### src/rtl/dmem_access_seq_pkg.sv
// Shared types for the MEM-stage data-memory sequencer.
//   lc3b_word        : 16-bit data/address word
//   lc3b_opcode      : LC-3b 4-bit opcodes
//   dmem_seq_state_t : sequencer FSM states
//   is_mem_op()      : opcode touches data memory
//   is_indirect()    : opcode needs a pointer fetch before the real access
package dmem_access_seq_pkg;

  localparam int unsigned DataWidth = 16;

  typedef logic [DataWidth-1:0] lc3b_word;

  typedef enum logic [3:0] {
    op_br   = 4'b0000,
    op_add  = 4'b0001,
    op_ldb  = 4'b0010,
    op_stb  = 4'b0011,
    op_jsr  = 4'b0100,
    op_and  = 4'b0101,
    op_ldr  = 4'b0110,
    op_str  = 4'b0111,
    op_rti  = 4'b1000,
    op_not  = 4'b1001,
    op_ldi  = 4'b1010,
    op_sti  = 4'b1011,
    op_jmp  = 4'b1100,
    op_shf  = 4'b1101,
    op_lea  = 4'b1110,
    op_trap = 4'b1111
  } lc3b_opcode;

  typedef enum logic [1:0] {IDLE, ACC1, ACC2, DONE} dmem_seq_state_t;

  function automatic logic is_mem_op(lc3b_opcode op);
    return (op == op_ldr) || (op == op_ldb) || (op == op_ldi) || (op == op_str) ||
           (op == op_stb) || (op == op_sti) || (op == op_trap);
  endfunction

  function automatic logic is_indirect(lc3b_opcode op);
    return (op == op_ldi) || (op == op_sti);
  endfunction

endpackage

### src/rtl/dmem_access_seq_if.sv
// Data-memory bus between the sequencer (master) and memory (slave).
//   dmem_read/dmem_write : request strobes, held until dmem_resp
//   dmem_address         : word-aligned access address
//   dmem_wdata           : write data
//   dmem_byte_enable     : {hi,lo} write lane enables
//   dmem_resp            : access completes this cycle
//   dmem_rdata           : read data, valid with dmem_resp
interface dmem_access_seq_if;
  import dmem_access_seq_pkg::*;

  logic       dmem_read;
  logic       dmem_write;
  lc3b_word   dmem_address;
  lc3b_word   dmem_wdata;
  logic [1:0] dmem_byte_enable;
  logic       dmem_resp;
  lc3b_word   dmem_rdata;

  modport master (
    output dmem_read, dmem_write, dmem_address, dmem_wdata, dmem_byte_enable,
    input  dmem_resp, dmem_rdata
  );

  modport slave (
    input  dmem_read, dmem_write, dmem_address, dmem_wdata, dmem_byte_enable,
    output dmem_resp, dmem_rdata
  );

endinterface

### src/rtl/dmem_access_seq_byte_lane.sv
// Byte-lane steering for byte loads/stores (purely combinational).
//   addr_lsb   in  : byte select (1 = high byte)
//   rdata      in  : memory read word
//   wdata_lo   in  : low byte of the store source register
//   ldb_data   out : selected byte, zero-extended
//   stb_wdata  out : store byte replicated onto both lanes
//   stb_be     out : lane enable for the selected byte
module dmem_access_seq_byte_lane
  import dmem_access_seq_pkg::*;
(
  input  logic       addr_lsb,
  input  lc3b_word   rdata,
  input  logic [7:0] wdata_lo,
  output lc3b_word   ldb_data,
  output lc3b_word   stb_wdata,
  output logic [1:0] stb_be
);

  assign ldb_data  = {8'h00, (addr_lsb ? rdata[15:8] : rdata[7:0])};
  assign stb_wdata = {wdata_lo, wdata_lo};
  assign stb_be    = addr_lsb ? 2'b10 : 2'b01;

endmodule

### src/rtl/dmem_access_seq.sv
// MEM-stage data-memory sequencer: runs one or two handshaked dmem accesses for
// LDR/LDB/LDI/STR/STB/STI/TRAP, returns load data and stalls the pipeline while busy.
//   clk, rst_n       : clock, synchronous active-low reset
//   req_*            : MEM-stage instruction (held stable while mem_stall=1)
//   dmem             : data-memory bus (master side), outputs registered
//   mem_stall        : freeze stages at and before MEM
//   done             : one-cycle pulse when the memory op completes
//   result           : last load/trap data
module dmem_access_seq
  import dmem_access_seq_pkg::*;
#(
  parameter int unsigned DW = 16
) (
  input  logic                clk,
  input  logic                rst_n,
  input  logic                req_valid,
  input  lc3b_opcode          req_opcode,
  input  logic [DW-1:0]       req_addr,
  input  logic [DW-1:0]       req_wdata,
  dmem_access_seq_if.master   dmem,
  output logic                mem_stall,
  output logic                done,
  output logic [DW-1:0]       result
);

  dmem_seq_state_t state_q;
  lc3b_opcode      op_q;
  logic            addr_lsb_q;
  logic [DW-1:0]   wdata_q;
  logic [DW-2:0]   ptr_q;
  logic            read_q, write_q, done_q;
  logic [DW-1:0]   address_q, dwdata_q, result_q;
  logic [1:0]      be_q;

  logic            mem_op;
  logic            lane_lsb;
  lc3b_word        ldb_data, stb_wdata;
  logic [1:0]      stb_be;

  assign mem_op    = req_valid & is_mem_op(req_opcode);
  assign mem_stall = mem_op & (state_q != DONE);

  // Stores are issued straight from the request in IDLE; byte loads use the captured lsb.
  assign lane_lsb = (state_q == IDLE) ? req_addr[0] : addr_lsb_q;

  dmem_access_seq_byte_lane u_byte_lane (
    .addr_lsb  (lane_lsb),
    .rdata     (dmem.dmem_rdata),
    .wdata_lo  (req_wdata[7:0]),
    .ldb_data  (ldb_data),
    .stb_wdata (stb_wdata),
    .stb_be    (stb_be)
  );

  always_ff @(posedge clk) begin
    if (!rst_n) begin
      state_q    <= IDLE;
      op_q       <= op_br;
      addr_lsb_q <= 1'b0;
      wdata_q    <= '0;
      ptr_q      <= '0;
      read_q     <= 1'b0;
      write_q    <= 1'b0;
      address_q  <= '0;
      dwdata_q   <= '0;
      be_q       <= 2'b00;
      done_q     <= 1'b0;
      result_q   <= '0;
    end else begin
      done_q <= 1'b0;
      unique case (state_q)
        IDLE: begin
          if (mem_op) begin
            state_q    <= ACC1;
            op_q       <= req_opcode;
            addr_lsb_q <= req_addr[0];
            wdata_q    <= req_wdata;
            address_q  <= {req_addr[DW-1:1], 1'b0};
            if (req_opcode == op_str) begin
              write_q  <= 1'b1;
              dwdata_q <= req_wdata;
              be_q     <= 2'b11;
            end else if (req_opcode == op_stb) begin
              write_q  <= 1'b1;
              dwdata_q <= stb_wdata;
              be_q     <= stb_be;
            end else begin
              // Loads, trap, and the pointer fetch of ldi/sti.
              read_q <= 1'b1;
              be_q   <= 2'b11;
            end
          end
        end
        ACC1: begin
          if (dmem.dmem_resp) begin
            read_q  <= 1'b0;
            write_q <= 1'b0;
            if (is_indirect(op_q)) begin
              ptr_q   <= dmem.dmem_rdata[DW-1:1];
              state_q <= ACC2;
            end else begin
              state_q <= DONE;
              done_q  <= 1'b1;
              if ((op_q == op_ldr) || (op_q == op_trap)) result_q <= dmem.dmem_rdata;
              else if (op_q == op_ldb) result_q <= ldb_data;
            end
          end
        end
        ACC2: begin
          // First ACC2 cycle is a bubble that launches the second access.
          if (!read_q && !write_q) begin
            address_q <= {ptr_q, 1'b0};
            be_q      <= 2'b11;
            if (op_q == op_sti) begin
              write_q  <= 1'b1;
              dwdata_q <= wdata_q;
            end else begin
              read_q <= 1'b1;
            end
          end else if (dmem.dmem_resp) begin
            read_q  <= 1'b0;
            write_q <= 1'b0;
            state_q <= DONE;
            done_q  <= 1'b1;
            if (op_q == op_ldi) result_q <= dmem.dmem_rdata;
          end
        end
        DONE: state_q <= IDLE;
        default: state_q <= IDLE;
      endcase
    end
  end

  assign dmem.dmem_read        = read_q;
  assign dmem.dmem_write       = write_q;
  assign dmem.dmem_address     = address_q;
  assign dmem.dmem_wdata       = dwdata_q;
  assign dmem.dmem_byte_enable = be_q;
  assign done                  = done_q;
  assign result                = result_q;

endmodule

### src/flat_wrapper.sv
// flat-port wrapper written by rule: the top's interface ports become plain ports
module dmem_access_seq_flat import dmem_access_seq_pkg::*;
#(
  parameter int unsigned DW = 16
)
  (clk, rst_n, req_valid, req_opcode, req_addr, req_wdata, mem_stall, done, result, dmem_dmem_read, dmem_dmem_write, dmem_dmem_address, dmem_dmem_wdata, dmem_dmem_byte_enable, dmem_dmem_resp, dmem_dmem_rdata);
  dmem_access_seq_if dmem_i ();
  input  logic clk;
  input  logic rst_n;
  input  logic req_valid;
  input  lc3b_opcode req_opcode;
  input  logic [DW-1:0] req_addr;
  input  logic [DW-1:0] req_wdata;
  output logic mem_stall;
  output logic done;
  output logic [DW-1:0] result;
  output wire logic [$bits(dmem_i.dmem_read)-1:0] dmem_dmem_read;
  output wire logic [$bits(dmem_i.dmem_write)-1:0] dmem_dmem_write;
  output wire logic [$bits(dmem_i.dmem_address)-1:0] dmem_dmem_address;
  output wire logic [$bits(dmem_i.dmem_wdata)-1:0] dmem_dmem_wdata;
  output wire logic [$bits(dmem_i.dmem_byte_enable)-1:0] dmem_dmem_byte_enable;
  input wire logic [$bits(dmem_i.dmem_resp)-1:0] dmem_dmem_resp;
  input wire logic [$bits(dmem_i.dmem_rdata)-1:0] dmem_dmem_rdata;
  assign dmem_dmem_read = dmem_i.dmem_read;
  assign dmem_dmem_write = dmem_i.dmem_write;
  assign dmem_dmem_address = dmem_i.dmem_address;
  assign dmem_dmem_wdata = dmem_i.dmem_wdata;
  assign dmem_dmem_byte_enable = dmem_i.dmem_byte_enable;
  assign dmem_i.dmem_resp = dmem_dmem_resp;
  assign dmem_i.dmem_rdata = dmem_dmem_rdata;
  dmem_access_seq #(.DW(DW)) u_core (.clk(clk), .rst_n(rst_n), .req_valid(req_valid), .req_opcode(req_opcode), .req_addr(req_addr), .req_wdata(req_wdata), .dmem(dmem_i), .mem_stall(mem_stall), .done(done), .result(result));
endmodule
### config.mk
export PLATFORM = sky130hd
export DESIGN_NAME = dmem_access_seq_flat
export DESIGN_NICKNAME = d
export VERILOG_FILES = /design/src/rtl/dmem_access_seq_pkg.sv /design/src/rtl/dmem_access_seq_if.sv /design/src/rtl/dmem_access_seq_byte_lane.sv /design/src/rtl/dmem_access_seq.sv /design/src/flat_wrapper.sv
export SDC_FILE = /design/constraint.sdc
export NUM_CORES = 1
export LEC_CHECK = 0
export ABC_AREA = 1
export CAP_MARGIN = 30
export CORE_MARGIN = 2
export CORE_UTILIZATION = 30
export DETAILED_ROUTE_END_ITERATION = 7
export DONT_BUFFER_PORTS = 1
export PLACE_DENSITY = 0.46
export RECOVER_POWER = 100
export SETUP_SLACK_MARGIN = 0.4
export SYNTH_ARGS = -nofsm -noshare
export SYNTH_HDL_FRONTEND = slang
export SYNTH_SLANG_ARGS = --single-unit
### constraint.sdc
create_clock -name clk -period 2.3 [get_ports clk]
set_clock_uncertainty 0.2 [all_clocks]
set_input_delay 0.69 -clock clk [delete_from_list [all_inputs] [get_ports clk]]
set_output_delay 0.69 -clock clk [all_outputs]
set_load 0.05 [all_outputs]
==> run summary <==
The run finished with clean final reports. The worst setup path startpoint is u_core.state_q[0]$_SDFFE_PN0P_. The worst hold margin is 0.246 ns. The logs give 0 for the final number of max-transition violations and 1,539 for the number of fill cells. IR analysis of the VDD net gives a maximum drop of 0.663 mV. Category of the worst setup path capture point: an output pin. OpenSTA, run right after detailed placement, puts the worst setup slack at 0.153 ns. The post-layout total power came out at 7.87 mW. Ranked by total cell area, the synthesized netlist is headed by sky130_fd_sc_hd__dfxtp_1 43%, sky130_fd_sc_hd__nand2_1 14%, sky130_fd_sc_hd__nor2_1 14%. The setup check on the worst reg-to-reg path leaves a slack of 0.35 ns.

Synthesis instantiated 30 different standard cells from the library. The critical hold path startpoint is u_core.wdata_q[0]$_SDFFE_PN0P_. The post-CTS clock slew at the launch and capture registers of the worst setup and hold paths works out to 0.07 ns.

The number of global-route vias before repair is 3,750, and the number of vias per cell after detailed routing is 4.61. The routed layout has 3,784 vias. For the count of final setup violators, the log shows 0. Buffers inserted during clock tree synthesis total 9. The top-level I/O count came out at 110.

Wires add up to 11.4 mm. For the worst-skew pair, the clock arrives at the later sink with an insertion delay of 0.35 ns. The worst pin sits at a relative slew slack of 62.4%.

Synthesis handed over a netlist of 636 instances. 0 antenna diodes ended up in the layout. The final layout contains 697 nets. The first detailed-routing pass took 4 iterations.

The tools report the leakage power summed over all cells as 2.21 nW. The root cell of the clock tree is sky130_fd_sc_hd__clkbuf_16. The number of cells on the worst reg-to-reg path is 9. The worst setup path is launched from a flip-flop. The transition time of the tightest slew-check pin is 0.563 ns. The run gives 480 MHz as the upper clock frequency limit.

Of all cell types, the one taking the most synthesized area is sky130_fd_sc_hd__dfxtp_1. In this run the critical register-to-register path is launched from u_core.state_q[0]$_SDFFE_PN0P_. Dividing the detail-routed wire length by the instance count gives 13.9 microns. The max-cap violation count came out at 0.

For the data arrival time of the worst path, the log shows 1.19 ns. Entering global routing, the biggest net connects 91 pins. Once detail routing completed, the nets flagged for antenna violations numbered 0.

Setup repair after global routing could not meet its margin everywhere. The number of nets in the synthesized netlist is 697. Summing every instance area after synthesis gives 4190 sq um. During synthesis, Yosys emitted a total of 0 warnings. The first global-routing pass estimated 18.3 mm of wire. The number of hold violations in the final report was 0; the number of clock sinks seen by CTS was 90.

Adding up every negative setup slack in the final design gives 0 ns. Of the available clock period, the critical path in the final layout requires 90.5%. Number of antenna violations at the first check in global routing: 0. Once the floorplan was initialized, standard cells occupied 30.4% of the core. Counting flops and latches in the post-synthesis netlist gives 90.

In this run the worst hold path is classified as reg -> reg. TritonCTS built the clock tree. The run gives 0.831 as the last weighted congestion value of the routability-driven placer. The highest fanout seen on the critical path works out to 4. The post-route minimum period is 2.08 ns, and the half-perimeter wire length after placement is 8.37 mm. Most common library cell in the layout ignoring fill and taps: sky130_fd_sc_hd__nand2_1. The count of input and output buffers was 0; the die outline area was 14,900 sq um. For the overall routing resource usage, the log shows 15.9%.

The die width is 122 microns, and the initial DRC count is 197. The fraction of layout instances using a drive strength above 1 is 9.20%. Global routing finished with a remaining overflow of 0. Compared with the post-synthesis result, the final layout area differs by 17.2%.

In this run the worst setup path terminates at mem_stall. The run gives 0 as the post-route DRC violation count. The power per cell area is 1600 nW/um^2, and the core area is 13,800 sq um.

Once routing completed, OpenROAD measured the worst setup slack at 0.218 ns. Measured on the finished design, the core utilization comes to 35.7%. For the maximum buffer depth of the clock tree, the log shows 2. Summing the sequential cell areas from Yosys gives 43.0% of the chip area.

Synthesized area per cell: 6.59 sq um. The cell row count is 43. The H-tree depth is 3. The critical path is of the reg -> out type. The share of synthesized area in the top cell type comes to 43.0%.

The tools report the data required time of the worst path as 1.41 ns. In the layout the commonest cells are 157 x sky130_fd_sc_hd__nand2_1, 150 x sky130_fd_sc_hd__nor2_1, 90 x sky130_fd_sc_hd__dfxtp_1. Measured along the y axis, the die boundary spans 122 microns. The destination of the worst register-to-register timing path is u_core.dmem.dmem_byte_enable[1]$_SDFFE_PN0P_.
==> cell type report <==
class / instances / area [sq um] / area share [%]
multi-input cells: 467 / 2100 / 42.8
flip-flops and latches: 90 / 1800 / 36.7
clock buffers: 12 / 267 / 5.43
well taps: 180 / 225 / 4.59
inverters: 49 / 201 / 4.10
repair buffers: 19 / 194 / 3.95
clock inverters: 4 / 120 / 2.45
==> where the power goes <==
group / internal, mW / switching, mW
sequential: 2.01 / 1.46
combinational: 0.944 / 1.59
clock: 1.26 / 0.610
total: 4.21 / 3.66
==> Yosys cell counts, drive strengths merged <==
cell type / instances
a21oi: 26
buf: 17
clkbuf: 13
clkinv: 1
conb: 1
dfxtp: 90
ha: 5
inv: 48
nand2: 163
nand3: 27
nand4: 2
nor2: 157
nor3: 1
nor4: 1
o21a: 1
o21ai: 81
o21bai: 1
or2: 1
==> per-layer routing <==
layer  part of all wire [%]  GRT usage (%)  up-vias
li1                       -              -     1988
met1                     40           17.3     1671
met2                     48           27.4      114
met3                     11           7.49       11
met4                    1.2           4.74        0
met5                      0              0        -
==> critical path, cell delays in order, from the launching register on <==
cell                      delay (ns)
sky130_fd_sc_hd__dfxtp_1        0.34
sky130_fd_sc_hd__ha_1           0.22
sky130_fd_sc_hd__nor2_4         0.29
==> through the flow <==
step / cell area, sq um / std cells
2_1_floorplan: 4220 / 636
3_3_place_gp: 4400 / 799
3_5_place_dp: 4400 / 799
4_1_cts: 4890 / 818
5_1_grt: 4910 / 821
6_report: 4910 / 821
==> timing repair <==
item / in CTS / in global routing
hold buffers: 0 / 0
resized for setup: 35 / 49
pin swaps: 5 / 3
setup endpoints to repair: 73 / 106
setup buffers: 3 / 3
==> sequential cells by signal, summed over array words and instances, names as in the netlist <==
signal	flops
u_core.dmem.dmem_wdata	16
u_core.dmem.dmem_address	15
u_core.op_q	4
u_core.dmem.dmem_read	1
u_core.dmem.dmem_byte_enable	2
u_core.done	1
u_core.result	16
u_core.addr_lsb_q	1
u_core.dmem.dmem_write	1
u_core.wdata_q	16
u_core.ptr_q	15
u_core.state_q	2
==> how the worst min path moves through the flow <==
stage                                     end  slack [ns]  cells past startpoint
4_1_cts        u_core.state_q[0]$_SDFFE_PN0P_        0.24                      2
3_3_place_gp   u_core.wdata_q[6]$_SDFFE_PN0P_        0.23                      2
6_report       u_core.wdata_q[0]$_SDFFE_PN0P_        0.25                      2
3_5_place_dp   u_core.wdata_q[6]$_SDFFE_PN0P_        0.24                      2
2_1_floorplan  u_core.addr_lsb_q$_SDFFE_PN0P_        0.22                      2
5_1_grt        u_core.result[10]$_SDFFE_PN0P_        0.25                      2
==> cells by family (layout without fill, tap and decap cells) <==
group	Yosys count	count (layout)	share of synthesized area (%)
buffers and inverters	79	84	8.36
other	1	1	0.0895
adders and majority gates	5	5	1.49
DFF	90	90	43.0
AOI/OAI and AO/OA	109	109	13.2
and+or+nand+nor	352	352	33.8
Power figures use the tool's default switching activity.
